File: src/rtl/opcode_scheduler_if.sv
// Handshake bundle between the requesters, the opcode scheduler and the
// GF(2^m) multiply/XOR datapath.
interface opcode_scheduler_if #(
   parameter int DATA = 32
);
   logic [1:0]      req;
   logic            req_kind_0;
   logic            req_kind_1;
   logic [2:0]      req_size_0;
   logic [2:0]      req_size_1;
   logic [1:0]      gnt;
   logic [1:0]      done;
   logic            err;
   logic [DATA-1:0] opcode;
   logic            opcode_valid;
   logic            opcode_ready;
   logic            dp_idle;

   // scheduler side: serves requests and masters the opcode stream
   modport master (
      input  req, req_kind_0, req_kind_1, req_size_0, req_size_1,
      input  opcode_ready, dp_idle,
      output gnt, done, err, opcode, opcode_valid
   );

   // requester/datapath side
   modport slave (
      output req, req_kind_0, req_kind_1, req_size_0, req_size_1,
      output opcode_ready, dp_idle,
      input  gnt, done, err, opcode, opcode_valid
   );
endinterface

File: src/rtl/opcode_scheduler.sv
// Round-robin scheduler for the shared GF(2^m) multiply/XOR datapath.
// Grants one of two requesters, streams the operation's opcode words under
// valid/ready, waits for the datapath to drain, then pulses done.
//
// state   | meaning
// --------+-----------------------------------------------------------
// S_IDLE  | no grant; arbitrate on req each cycle
// S_ISSUE | opcode_valid high, presenting word for r_step
// S_DRAIN | all words accepted, waiting for dp_idle
// S_DONE  | one cycle: done (and err for an illegal size) on the grant
//
// DATA must be at least 12 (opcode words occupy bits [11:0]).
module opcode_scheduler #(
   parameter int DATA = 32
) (
   input  logic                clk,
   input  logic                rst_n,
   opcode_scheduler_if.master  bus
);

   typedef enum logic [1:0] {
      S_IDLE  = 2'd0,
      S_ISSUE = 2'd1,
      S_DRAIN = 2'd2,
      S_DONE  = 2'd3
   } state_t;

   state_t          r_state, w_state;
   logic            r_last,  w_last;
   logic            r_g,     w_g;
   logic            r_kind,  w_kind;
   logic [2:0]      r_size,  w_size;
   logic [2:0]      r_step,  w_step;
   logic [1:0]      r_gnt,   w_gnt;
   logic [1:0]      r_done,  w_done;
   logic            r_err,   w_err;
   logic [DATA-1:0] r_opcode, w_opcode;
   logic            r_valid, w_valid;

   logic            w_pick;
   logic            w_pkind;
   logic [2:0]      w_psize;
   logic            w_legal;

   // Multiply words come from the datapath's opcode list; XOR words are
   // composed from their fields.
   function automatic logic [DATA-1:0] f_opcode(input logic kind, input logic [2:0] k);
      logic [11:0]     w;
      logic [DATA-1:0] o;
      w = '0;
      if (kind) begin
         w[10:9] = k[1:0] - 2'd1;
         w[8:6]  = 3'b111;
         w[5:4]  = 2'b10;
         w[2:0]  = {k[1:0] - 2'd1, 1'b0};
      end else begin
         case (k)
            3'd1:    w = 12'h028;
            3'd2:    w = 12'h098;
            3'd3:    w = 12'h0D2;
            3'd4:    w = 12'h11A;
            3'd5:    w = 12'h164;
            default: w = 12'h000;
         endcase
      end
      o        = '0;
      o[11:0]  = w;
      return o;
   endfunction

   // With both requesting, favour the one not granted last.
   assign w_pick  = (bus.req == 2'b11) ? ~r_last : bus.req[1];
   assign w_pkind = w_pick ? bus.req_kind_1 : bus.req_kind_0;
   assign w_psize = w_pick ? bus.req_size_1 : bus.req_size_0;
   assign w_legal = (w_psize != 3'd0) &&
                    (w_pkind ? (w_psize <= 3'd3) : (w_psize <= 3'd5));

   // Next-state and next-output decode.
   always_comb begin
      w_state  = r_state;
      w_last   = r_last;
      w_g      = r_g;
      w_kind   = r_kind;
      w_size   = r_size;
      w_step   = r_step;
      w_gnt    = r_gnt;
      w_done   = 2'b00;
      w_err    = 1'b0;
      w_opcode = r_opcode;
      w_valid  = r_valid;
      case (r_state)
         S_IDLE: begin
            if (bus.req != 2'b00) begin
               w_g    = w_pick;
               w_kind = w_pkind;
               w_size = w_psize;
               w_step = 3'd1;
               w_gnt  = w_pick ? 2'b10 : 2'b01;
               if (w_legal) begin
                  w_state  = S_ISSUE;
                  w_valid  = 1'b1;
                  w_opcode = f_opcode(w_pkind, 3'd1);
               end else begin
                  w_state = S_DONE;
                  w_done  = w_pick ? 2'b10 : 2'b01;
                  w_err   = 1'b1;
               end
            end
         end
         S_ISSUE: begin
            if (r_valid && bus.opcode_ready) begin
               if (r_step == r_size) begin
                  w_state  = S_DRAIN;
                  w_valid  = 1'b0;
                  w_opcode = '0;
               end else begin
                  w_step   = r_step + 3'd1;
                  w_opcode = f_opcode(r_kind, r_step + 3'd1);
               end
            end
         end
         S_DRAIN: begin
            if (bus.dp_idle) begin
               w_state = S_DONE;
               w_done  = r_gnt;
            end
         end
         S_DONE: begin
            w_state = S_IDLE;
            w_gnt   = 2'b00;
            w_last  = r_g;
            w_step  = 3'd1;
         end
         default: begin
            w_state = S_IDLE;
         end
      endcase
   end

   // State and registered outputs; reset clears outputs without a clock.
   always_ff @(posedge clk or negedge rst_n) begin
      if (!rst_n) begin
         r_state  <= S_IDLE;
         r_last   <= 1'b1;
         r_g      <= 1'b0;
         r_kind   <= 1'b0;
         r_size   <= 3'd0;
         r_step   <= 3'd1;
         r_gnt    <= 2'b00;
         r_done   <= 2'b00;
         r_err    <= 1'b0;
         r_opcode <= '0;
         r_valid  <= 1'b0;
      end else begin
         r_state  <= w_state;
         r_last   <= w_last;
         r_g      <= w_g;
         r_kind   <= w_kind;
         r_size   <= w_size;
         r_step   <= w_step;
         r_gnt    <= w_gnt;
         r_done   <= w_done;
         r_err    <= w_err;
         r_opcode <= w_opcode;
         r_valid  <= w_valid;
      end
   end

   assign bus.gnt          = r_gnt;
   assign bus.done         = r_done;
   assign bus.err          = r_err;
   assign bus.opcode       = r_opcode;
   assign bus.opcode_valid = r_valid;

endmodule

File: src/flat_wrapper.sv
// flat-port wrapper written by rule: the top's interface ports become plain ports
module opcode_scheduler_flat 
#(
   parameter int DATA = 32
)
  (clk, rst_n, bus_req, bus_req_kind_0, bus_req_kind_1, bus_req_size_0, bus_req_size_1, bus_opcode_ready, bus_dp_idle, bus_gnt, bus_done, bus_err, bus_opcode, bus_opcode_valid);
  opcode_scheduler_if #(.DATA(DATA)) bus_i ();
  input  logic clk;
  input  logic rst_n;
  input wire logic [$bits(bus_i.req)-1:0] bus_req;
  input wire logic [$bits(bus_i.req_kind_0)-1:0] bus_req_kind_0;
  input wire logic [$bits(bus_i.req_kind_1)-1:0] bus_req_kind_1;
  input wire logic [$bits(bus_i.req_size_0)-1:0] bus_req_size_0;
  input wire logic [$bits(bus_i.req_size_1)-1:0] bus_req_size_1;
  input wire logic [$bits(bus_i.opcode_ready)-1:0] bus_opcode_ready;
  input wire logic [$bits(bus_i.dp_idle)-1:0] bus_dp_idle;
  output wire logic [$bits(bus_i.gnt)-1:0] bus_gnt;
  output wire logic [$bits(bus_i.done)-1:0] bus_done;
  output wire logic [$bits(bus_i.err)-1:0] bus_err;
  output wire logic [$bits(bus_i.opcode)-1:0] bus_opcode;
  output wire logic [$bits(bus_i.opcode_valid)-1:0] bus_opcode_valid;
  assign bus_i.req = bus_req;
  assign bus_i.req_kind_0 = bus_req_kind_0;
  assign bus_i.req_kind_1 = bus_req_kind_1;
  assign bus_i.req_size_0 = bus_req_size_0;
  assign bus_i.req_size_1 = bus_req_size_1;
  assign bus_i.opcode_ready = bus_opcode_ready;
  assign bus_i.dp_idle = bus_dp_idle;
  assign bus_gnt = bus_i.gnt;
  assign bus_done = bus_i.done;
  assign bus_err = bus_i.err;
  assign bus_opcode = bus_i.opcode;
  assign bus_opcode_valid = bus_i.opcode_valid;
  opcode_scheduler #(.DATA(DATA)) u_core (.clk(clk), .rst_n(rst_n), .bus(bus_i));
endmodule
File: config.mk
export PLATFORM = sky130hd
export DESIGN_NAME = opcode_scheduler_flat
export DESIGN_NICKNAME = d
export VERILOG_FILES = /design/src/rtl/opcode_scheduler_if.sv /design/src/rtl/opcode_scheduler.sv /design/src/flat_wrapper.sv
export SDC_FILE = /design/constraint.sdc
export NUM_CORES = 1
export LEC_CHECK = 0
export ABC_AREA = 0
export BUFFER_PORTS_ARGS = -buffer_cell sky130_fd_sc_hd__buf_2
export CAP_MARGIN = 20
export CORE_ASPECT_RATIO = 2
export CORE_MARGIN = 2
export CORE_UTILIZATION = 48
export DETAILED_ROUTE_END_ITERATION = 12
export GPL_TIMING_DRIVEN = 0
export PLACE_DENSITY = 0.74
export RECOVER_POWER = 25
export SLEW_MARGIN = 0
export SYNTH_ARGS = -nofsm -noshare
export SYNTH_HDL_FRONTEND = slang
export SYNTH_SLANG_ARGS = --single-unit
File: constraint.sdc
create_clock -name clk -period 2.96 [get_ports clk]
set_input_delay 0.444 -clock clk [delete_from_list [all_inputs] [get_ports clk]]
set_output_delay 0.444 -clock clk [all_outputs]
set_load 0.1 [all_outputs]
# Yosys cells after proc, flatten, opt, wreduce, memory -nomap -nowiden
# Cells that the tools add are included.
dict set report op_classes {
  n_addsub 2
  bitwise_logic 1
  muxes 40
  eq_ne 16
  n_reduce_logical 14
  magnitude_cmp 2
}
# cell n
set ops {}
lappend ops {{$mux W32} 3}
lappend ops {{$pmux W32 S2} 1}
lappend ops {{$pmux W9 S5} 1}
lappend ops {{$mux W2} 10}
lappend ops {{$mux W3} 5}
lappend ops {{$mux W1} 12}
lappend ops {{$mux W12} 1}
lappend ops {{$reduce_and A4 Y1} 3}
lappend ops {{$pmux W3 S3} 1}
lappend ops {{$ne A2 B1 Y1 const B} 4}
lappend ops {{$pmux W2 S2} 2}
lappend ops {{$pmux W2 S4} 1}
lappend ops {{$mux W7} 1}
lappend ops {{$eq A2 B2 Y1 const B} 3}
lappend ops {{$eq A3 B2 Y1 const B} 2}
lappend ops {{$eq A3 B3 Y1 const B} 2}
lappend ops {{$reduce_bool A2 Y1} 3}
lappend ops {{$reduce_bool A3 Y1} 2}
lappend ops {{$mux W5} 1}
lappend ops {{$reduce_and A5 Y1} 1}
lappend ops {{$ne A2 B2 Y1 const B} 2}
lappend ops {{$reduce_and A2 Y1} 2}
lappend ops {{$add A3 B1 Y3 const B} 1}
lappend ops {{$eq A3 B1 Y1 const B} 1}
lappend ops {{9 further kinds} 10}
dict set report word_totals {
  output_inout_bits 38
  wordCells 86
  ff_bits 49
  in_bits 14
}

# Depth between registers and ports, before layout
# Gate-level depths: netlist (run 1).
dict set report logic_depth {
  depth_word 9
  depth_mapped 7
}

# Least setup slack after synthesis (run 1)
# OpenSTA, ideal clock, no wires.
dict set report synth_path {
  path_type {register to register}
  from {register u_core.r_valid (netlist: u_core.bus.opcode_valid)}
  to {register u_core.r_opcode[10] (netlist: u_core.bus.opcode[10])}
  path_stages_with_launch 5
  path_slack_ns 0.669
  arrival_time_ns 2.166
  required_time_ns 2.835
  path_buffers 0
  synth_period_minus_slack_ns 2.291
  setup_time_ns 0.125
  cell_sequence {dfrtp_1 -> a21boi_0 -> nor2_2 -> o2111ai_4 -> mux2_4}
}
dict set report synth_via {
  elab_chain_len 3
}
# item line_no
set synth_lines {}
lappend synth_lines {{start, declared} opcode_scheduler.sv:38} ;# logic r_valid, w_valid;
lappend synth_lines {{start signal, assigned} opcode_scheduler.sv:165} ;# r_valid <= w_valid;
lappend synth_lines {{$logic_and A1 B1 Y1} opcode_scheduler.sv:111} ;# if (r_valid && bus.opcode_ready) begin
lappend synth_lines {{$ne A2 B1 Y1 (no source line)} --}
lappend synth_lines {{$reduce_and A4 Y1 (no source line)} --}
lappend synth_lines {{end signal, assigned} opcode_scheduler.sv:164} ;# r_opcode <= w_opcode;
lappend synth_lines {{end, declared} opcode_scheduler.sv:37} ;# logic [DATA-1:0] r_opcode, w_opcode;
# Every way passes these cells.
# A chain may end at the register's enable or synchronous reset.

# Worst setup path after layout (run 1)
dict set report layout_path {
  from {register u_core.r_state[1]}
  to {register u_core.r_opcode[4] (netlist: u_core.bus.opcode[4])}
}
dict set report layout_via {
  elab_chain_len 3
  word_cells_on_any_way 8
  cone_classes {eq/ne: 4; mux: 1; reduce/logical: 3}
}
# item line_no
set layout_lines {}
lappend layout_lines {{start, declared} opcode_scheduler.sv:28} ;# state_t r_state, w_state;
lappend layout_lines {{start signal, assigned} opcode_scheduler.sv:155} ;# r_state <= w_state;
lappend layout_lines {{$eq A2 B1 Y1 or $logic_not A2 Y1 (tied branches)} opcode_scheduler.sv:91} ;# case (r_state)
lappend layout_lines {{$ne A2 B1 Y1 (no source line) or $reduce_bool A2 Y1 (tied branches)} --}
lappend layout_lines {{$reduce_and A4 Y1 (no source line)} --}
# Several ways; a longest one is shown, not always the timed one.

==> metrics, run 1 <==
Reg power frac=46.5%; Hold/Removal Path Class=input port to register; drt initial violations=33; total number of H-tree levels=1; count of input and output buffers=28; maximum clock rate=448.1 MHz; asr flop ratio synth=100.0%; Final period util=75.39%; top cell family by delay on the critical path=compound AO/OA/AOI/OAI gates; Max-Cap Viols=0; worst hold margin=0.4222 ns; CTS tree=yes; average cell area after synthesis=10.21 um2; vias in the first global route=1390; relative area change from synthesis to final layout=17.64%; total grt overflow=0; Row Count=32; Diodes inserted=0; last weighted congestion value of the routability-driven placer=0.8157; number of buffer and inverter stages on the critical path=1; post-CTS setup buffer count=0; leading cell types in the layout, fill and taps excluded=28 x buf_2, 25 x dfrtp_1, 23 x buf_4; share of power burned in combinational logic=26.8%; library cells used by synthesis=50; number of synthesized flops with an enable pin=0; number of antenna violations at the first check in global routing=0; Slew @ Worst Pin=1.428 ns; Core Region=3764 um2; count of yosys warnings during synthesis=0; post-detailed-route wirelength per cell=13.14 um; final net count=259; die extent in x=48.00 um; Setup Viol. Count Final=0; hold-fix buffers at CTS=0; Post-Syn Instances=182; worst-skew pair later-pin latency=0.28 ns; # fillers=365; number of optimization iterations in the first detailed-route pass=4; sort of element at the end of the critical path=register; Sum Neg Setup Slack=0 ns; Die Footprint=4415 um2; most common cell after layout, fill and taps aside=buf_2; number of max-slew violations in the final report=0; Sink Count=27; headroom to the max-slew limit=4.792%; post-layout min period=2.231 ns; clock buffers created by TritonCTS=3; RSZ-0062 raised after global routing=no; status=finished clean; Hold Fails Final Rpt=0; internal power consumption=0.0005048 W; post-detailed-route via-to-cell ratio=5.077; Post-CTS Resized=0; Syn Std Cell Area=1858 um2; switching portion of total power=37.30%; maximum number of pins on one net before global-route repair=28; type of element launching the critical path=register; die extent in y=91.99 um; wire length of the first global-routing pass=6313 um; path type of the worst setup path=register to register; Seq cells post-synth=27; number of nets with antenna violations after routing=0; footprint of the multi-input gates=1036 um2; Ports=52; crit path max fanout=10; clock power share=26.7%; arrival time worst endpoint=2.40 ns; leakage power figure=1.143 nW; Peak supply drop=0.0002467 V; share of layout cells above drive strength 1=32.77%; switching power summed over all nets=0.0003003 W; maximum number of buffers from clock root to sink=2; detailed placer's ending HPWL=2947 um; most used flip-flop cell after synthesis=dfrtp_1; clk slew on worst S/H paths=0.09 ns; cell with the largest stage delay on the worst path=a21boi_0; detailed-route DRC error count=0; FF+latch area=678.2 um2; critical path data required time=3.13 ns; starting utilization of the core area=49.37%; clock tree skew after final layout=0.002594 ns; Tot GR Track Use=19.13%; wirelength, routed=3759 um; power density relative to cell area=368.3 nW/um2; largest stage delay on the critical path=0.54 ns; sequential element share of the synthesized area=36.50%; vias post-DR=1452; CTS Root Buffer Type=clkbuf_8; cells traversed along the worst timing path=inv_1 -> ha_1 -> a21boi_0 -> nor2_2 -> o2111ai_4 -> mux2_4
final timing paths:
path / startpoint / end / slack (ns) / cells past startpoint
worst min register to register: u_core.r_g$_DFFE_PN0P_ / u_core.r_g$_DFFE_PN0P_ / 0.49 / 2
max in group asynchronous: rst_n / u_core.r_step[1]$_DFFE_PN0P_ / 1.65 / 1
worst min-delay path: bus_dp_idle / u_core.bus.done[1]$_DFF_PN0_ / 0.42 / 3
worst max register to register: u_core.r_state[1]$_DFFE_PN0P_ / u_core.bus.opcode[4]$_DFFE_PN0P_ / 0.73 / 6
worst max-delay path: u_core.r_state[1]$_DFFE_PN0P_ / u_core.bus.opcode[4]$_DFFE_PN0P_ / 0.73 / 6
min in group asynchronous: rst_n / u_core.bus.done[1]$_DFF_PN0_ / 0.48 / 1
area by class of cell:
type	instances	share of cell area (%)
Clock buffer	3	1.889
Clock inverter	1	0.2290
Tap cell	51	2.919
Sequential cell	27	31.02
Timing Repair Buffer	28	6.354
Inverter	11	1.889
Buffer	25	8.300
Multi-Input combinational cell	140	47.40
flip-flops by register name (all words and copies together) (netlist names):
signal / cells
u_core.bus.gnt: 2
u_core.r_state: 2
u_core.r_kind: 1
u_core.r_size: 3
u_core.bus.done: 2
u_core.r_last: 1
u_core.bus.opcode: 10
u_core.bus.opcode_valid: 1
u_core.bus.err: 1
u_core.r_g: 1
u_core.r_step: 3
metrics by stage:
step	setup WS, ns	util, %	cells	power, W	instance area (um2)
final	0.7286	58.08	286	0.0008051	2186
after global routing	0.5610	58.08	286	0.0008347	2186
after CTS	0.7526	58.11	286	0.0008066	2187
after detailed placement	0.7706	56.88	282	0.0005975	2141
after global placement	0.7668	56.88	282	0.0005958	2141
after floorplan	0.6690	-	203	0.0005711	1937
worst reg2reg max path: stages, from the launching register on:
cell and delay, ns:
dfrtp_1 0.42, inv_1 0.10, ha_1 0.34, a21boi_0 0.54, nor2_2 0.18, o2111ai_4 0.20
mux2_4 0.34
metal layers:
| layer | part of all wire (%) | track usage, % | routed length [um] | vias to the layer above |
|---|---|---|---|---|
| li1 | - | - | - | 724 |
| met1 | 40 | 24.72 | 1487 | 670 |
| met2 | 54 | 30.89 | 2014 | 51 |
| met3 | 4.9 | 2.953 | 183 | 7 |
| met4 | 2.0 | 6.532 | 74 | 0 |
| met5 | 0 | 0 | 0 | - |
synth_stat cells, types with 2 or more instances:
cell      count  area [um2]
dfrtp_1      25       625.6
buf_4        23       172.7
o21ai_0      13       65.06
inv_1        11       41.29
nand2_1      10       37.54
ha_1          9       112.6
mux2i_1       9       90.09
nor2_1        8       30.03
nand3_1       6       30.03
mux2_4        5       75.07
nor3_1        5       25.02
a32o_1        4       40.04
a21boi_0      3       22.52
a22oi_1       3       22.52
nand2b_1      3       18.77
o41ai_1       3       26.28
xor2_1        3       26.28
a211o_1       2       17.52
a21bo_2       2       20.02
a21oi_1       2       10.01
dfstp_2       2       52.55
mux2_2        2       22.52
o21a_1        2       15.01
power groups by stage:
stage / Sequential [W] / Combinational, W / Clock (W)
after detailed placement: 0.000382 / 0.000216 / 0
after global placement: 0.000382 / 0.000214 / 0
after global routing: 0.000375 / 0.000226 / 0.000234
final: 0.000374 / 0.000216 / 0.000215
after CTS: 0.000375 / 0.000216 / 0.000216
after floorplan: 0.000410 / 0.000161 / 0
kinds of logic after synthesis:
logic type / count (synthesis) / synth area share [%]
AO/OA/AOI/OAI: 48 / 21.68
XOR/XNOR: 3 / 1.414
adder cells (fa/ha/maj): 9 / 6.061
buffers and inverters: 36 / 11.99
flip-flops: 27 / 36.50
multiplexers: 16 / 10.10
other: 1 / 0.2018
AND/OR/NAND/NOR: 42 / 12.06
Power figures use the tool's default switching activity.
==> run 2: changes to the inputs <==
==> constraint.sdc (replaced) <==
create_clock -name clk -period 2.07 [get_ports clk]
set_input_delay 0.3105 -clock clk [delete_from_list [all_inputs] [get_ports clk]]
set_output_delay 0.3105 -clock clk [all_outputs]
set_load 0.1 [all_outputs]
==> run 2 against run 1 <==
Die area stayed put. Clock power grew 38%. Power up 42%. Fmax grew 12%. Flip-flop and latch count stayed put. Via count increased by 2.4%. Wire length rose by 0.45%. Clock skew shrank 0.0016 ns. Final area is 3.1% higher. Largest power group unchanged.
==> metrics, run 2 (synthesis gave the netlist of run 1 again) <==
Row Count=32 (unchanged); setup slack on the worst flop-to-flop path=0.07 ns (-0.66 ns); # fillers=368 (+0.82%); area after detailed placement=2142 um2 (about the same); status=finished clean; Slew @ Worst Pin=1.406 ns (-0.02198 ns); count of input and output buffers=28 (unchanged); number of max-slew violations in the final report=0 (unchanged); Core Region=3764 um2 (unchanged); hold-fix buffers at CTS=0 (unchanged); leakage power figure=1.172 nW (+2.6%); total number of H-tree levels=1 (unchanged); fin area=2253 um2 (+3.1%); leading cell types in the layout, fill and taps excluded=28 x buf_4, 28 x buf_2, 24 x dfrtp_1; Tot GR Track Use=18.21% (-0.92 points); switching power summed over all nets=0.0004171 W (+39%); Sink Count=27 (unchanged); post-detailed-route wirelength per cell=12.98 um (-1.3%); clock power share=26.1% (-0.6 points); crit path max fanout=10 (unchanged); top routing layer in use=met4; post-layout min period=2.000 ns (-0.2315 ns); type of element launching the critical path=register; placed cell count=282 (unchanged); routed length on met2=2015 um (about the same); CTS tree=yes; Largest register FFs=10 (unchanged); CTS Root Buffer Type=clkbuf_8; maximum clock rate=500.0 MHz (+12%); headroom to the max-slew limit=6.257% (+1.5 points); Peak supply drop=0.0003854 V (+56%); switching portion of total power=36.54% (-0.76 points); number of nets with antenna violations after routing=0 (unchanged); Hold/Removal Path Class=input port to register; Die Footprint=4415 um2 (unchanged); critical hold path startpoint=bus_dp_idle; Cell Count, Final, Fillers Out=291 (+1.7%); share of power burned in combinational logic=27.1% (+0.3 points); critical path data required time=2.23 ns (-0.90 ns); CP startpoint=u_core.r_state[0]$_DFFE_PN0P_; Ports=52 (unchanged); clock tree skew after final layout=0.0009688 ns (-0.001625 ns); sort of element at the end of the critical path=register; share of layout cells above drive strength 1=35.83% (+3.1 points); die extent in y=91.99 um (unchanged); wire length of the first global-routing pass=6016 um (-4.7%); Hold Fails Final Rpt=0 (unchanged); die extent in x=48.00 um (unchanged); arrival time worst endpoint=2.16 ns (-0.24 ns); starting utilization of the core area=49.37% (unchanged); Reg power frac=46.9% (+0.4 points); worst hold margin=0.2929 ns (-0.1294 ns); clk slew on worst S/H paths=0.09 ns (about the same); wirelength, routed=3776 um (+0.45%); number of antenna violations at the first check in global routing=0 (unchanged); number of optimization iterations in the first detailed-route pass=4 (unchanged); clock buffers created by TritonCTS=3 (unchanged); Final period util=96.61% (+21 points); reg-to-reg critical path startpoint=u_core.r_state[0]$_DFFE_PN0P_; total grt overflow=0 (unchanged); RSZ-0062 raised after global routing=no; Max-Cap Viols=0 (unchanged); last weighted congestion value of the routability-driven placer=0.8085 (-0.88%); detailed-route DRC error count=0 (unchanged); Sum Neg Setup Slack=0 ns (unchanged); vias in the first global route=1339 (-3.7%); maximum number of pins on one net before global-route repair=28 (unchanged); power density relative to cell area=506.6 nW/um2 (+38%); relative area change from synthesis to final layout=21.28%; Setup Viol. Count Final=0 (unchanged); drt initial violations=18 (-45%); detailed placer's ending HPWL=2897 um (-1.7%); final net count=264 (+1.9%); path type of the worst setup path=register to register; Diodes inserted=0 (unchanged); maximum number of buffers from clock root to sink=2 (unchanged); worst-skew pair later-pin latency=0.27 ns (about the same); amount of wire on met3 after detailed routing=138 um (-25%); post-detailed-route via-to-cell ratio=5.110 (+0.65%); vias post-DR=1487 (+2.4%); internal power consumption=0.0007245 W (+44%); met1 routed wirelength after detailed routing=1532 um (+3.0%)
-- run 2: final cells by class --
type / instances / area, um2 / area share [%]
well taps: 51 / 63.81 / 2.832
inverters: 11 / 41.29 / 1.832
repair buffers: 33 / 176.4 / 7.829
multi-input cells: 140 / 1065 / 47.25
clock buffers: 4 / 45.04 / 1.999
flip-flops and latches: 27 / 679.4 / 30.15
plain buffers: 25 / 182.7 / 8.107
-- run 2: final timing paths --
check                                                       to  depth (start not counted)
min in group asynchronous         u_core.bus.done[1]$_DFF_PN0_                          1
min reg2reg                             u_core.r_g$_DFFE_PN0P_                          2
max in group asynchronous  u_core.bus.opcode_valid$_DFFE_PN0P_                          1
max reg2reg                   u_core.bus.opcode[3]$_DFFE_PN0P_                          7
max                           u_core.bus.opcode[3]$_DFFE_PN0P_                          7
min                               u_core.bus.done[0]$_DFF_PN0_                          3
-- run 2: repair_timing --
action / CTS / global route
resized for setup: 4 / 4
pin swaps: 0 / 0
buffers inserted: 0 / 5
setup endpoints to repair: 9 / 10
-- run 2: layer usage --
layer | vias up | track usage (%)
met1 | 700 | 23.24
met3 | 9 | 2.165
met4 | 0 | 5.405
li1 | 731 | -
met5 | - | 0
met2 | 47 | 30.44
-- run 2: power by group through the flow --
stage	logic, W	clock network (W)	registers (W)
3_5_place_dp	0.000307	0	0.000546
6_report	0.000309	0.000297	0.000535
4_1_cts	0.000309	0.000314	0.000535
5_1_grt	0.000323	0.000334	0.000536
3_3_place_gp	0.000306	0	0.000546
2_1_floorplan	0.000231	0	0.000586
-- run 2: critical path, stage by stage (launching register included) --
cell	delay, ns
dfrtp_1	0.42
inv_1	0.11
ha_1	0.16
buf_4	0.17
inv_1	0.08
a211o_1	0.38
o2111ai_4	0.23
mux2_4	0.34
-- run 2: through the flow --
step / power [W] / worst slack [ns] / util (%)
after detailed placement: 0.0008532 / -0.1333 / 56.91
after CTS: 0.001158 / 0.0004323 / 58.44
after global routing: 0.001193 / 0.005377 / 59.87
after global placement: 0.0008520 / -0.1167 / 56.91
final: 0.001142 / 0.07008 / 59.87
after floorplan: 0.0008167 / 0.1355 / -
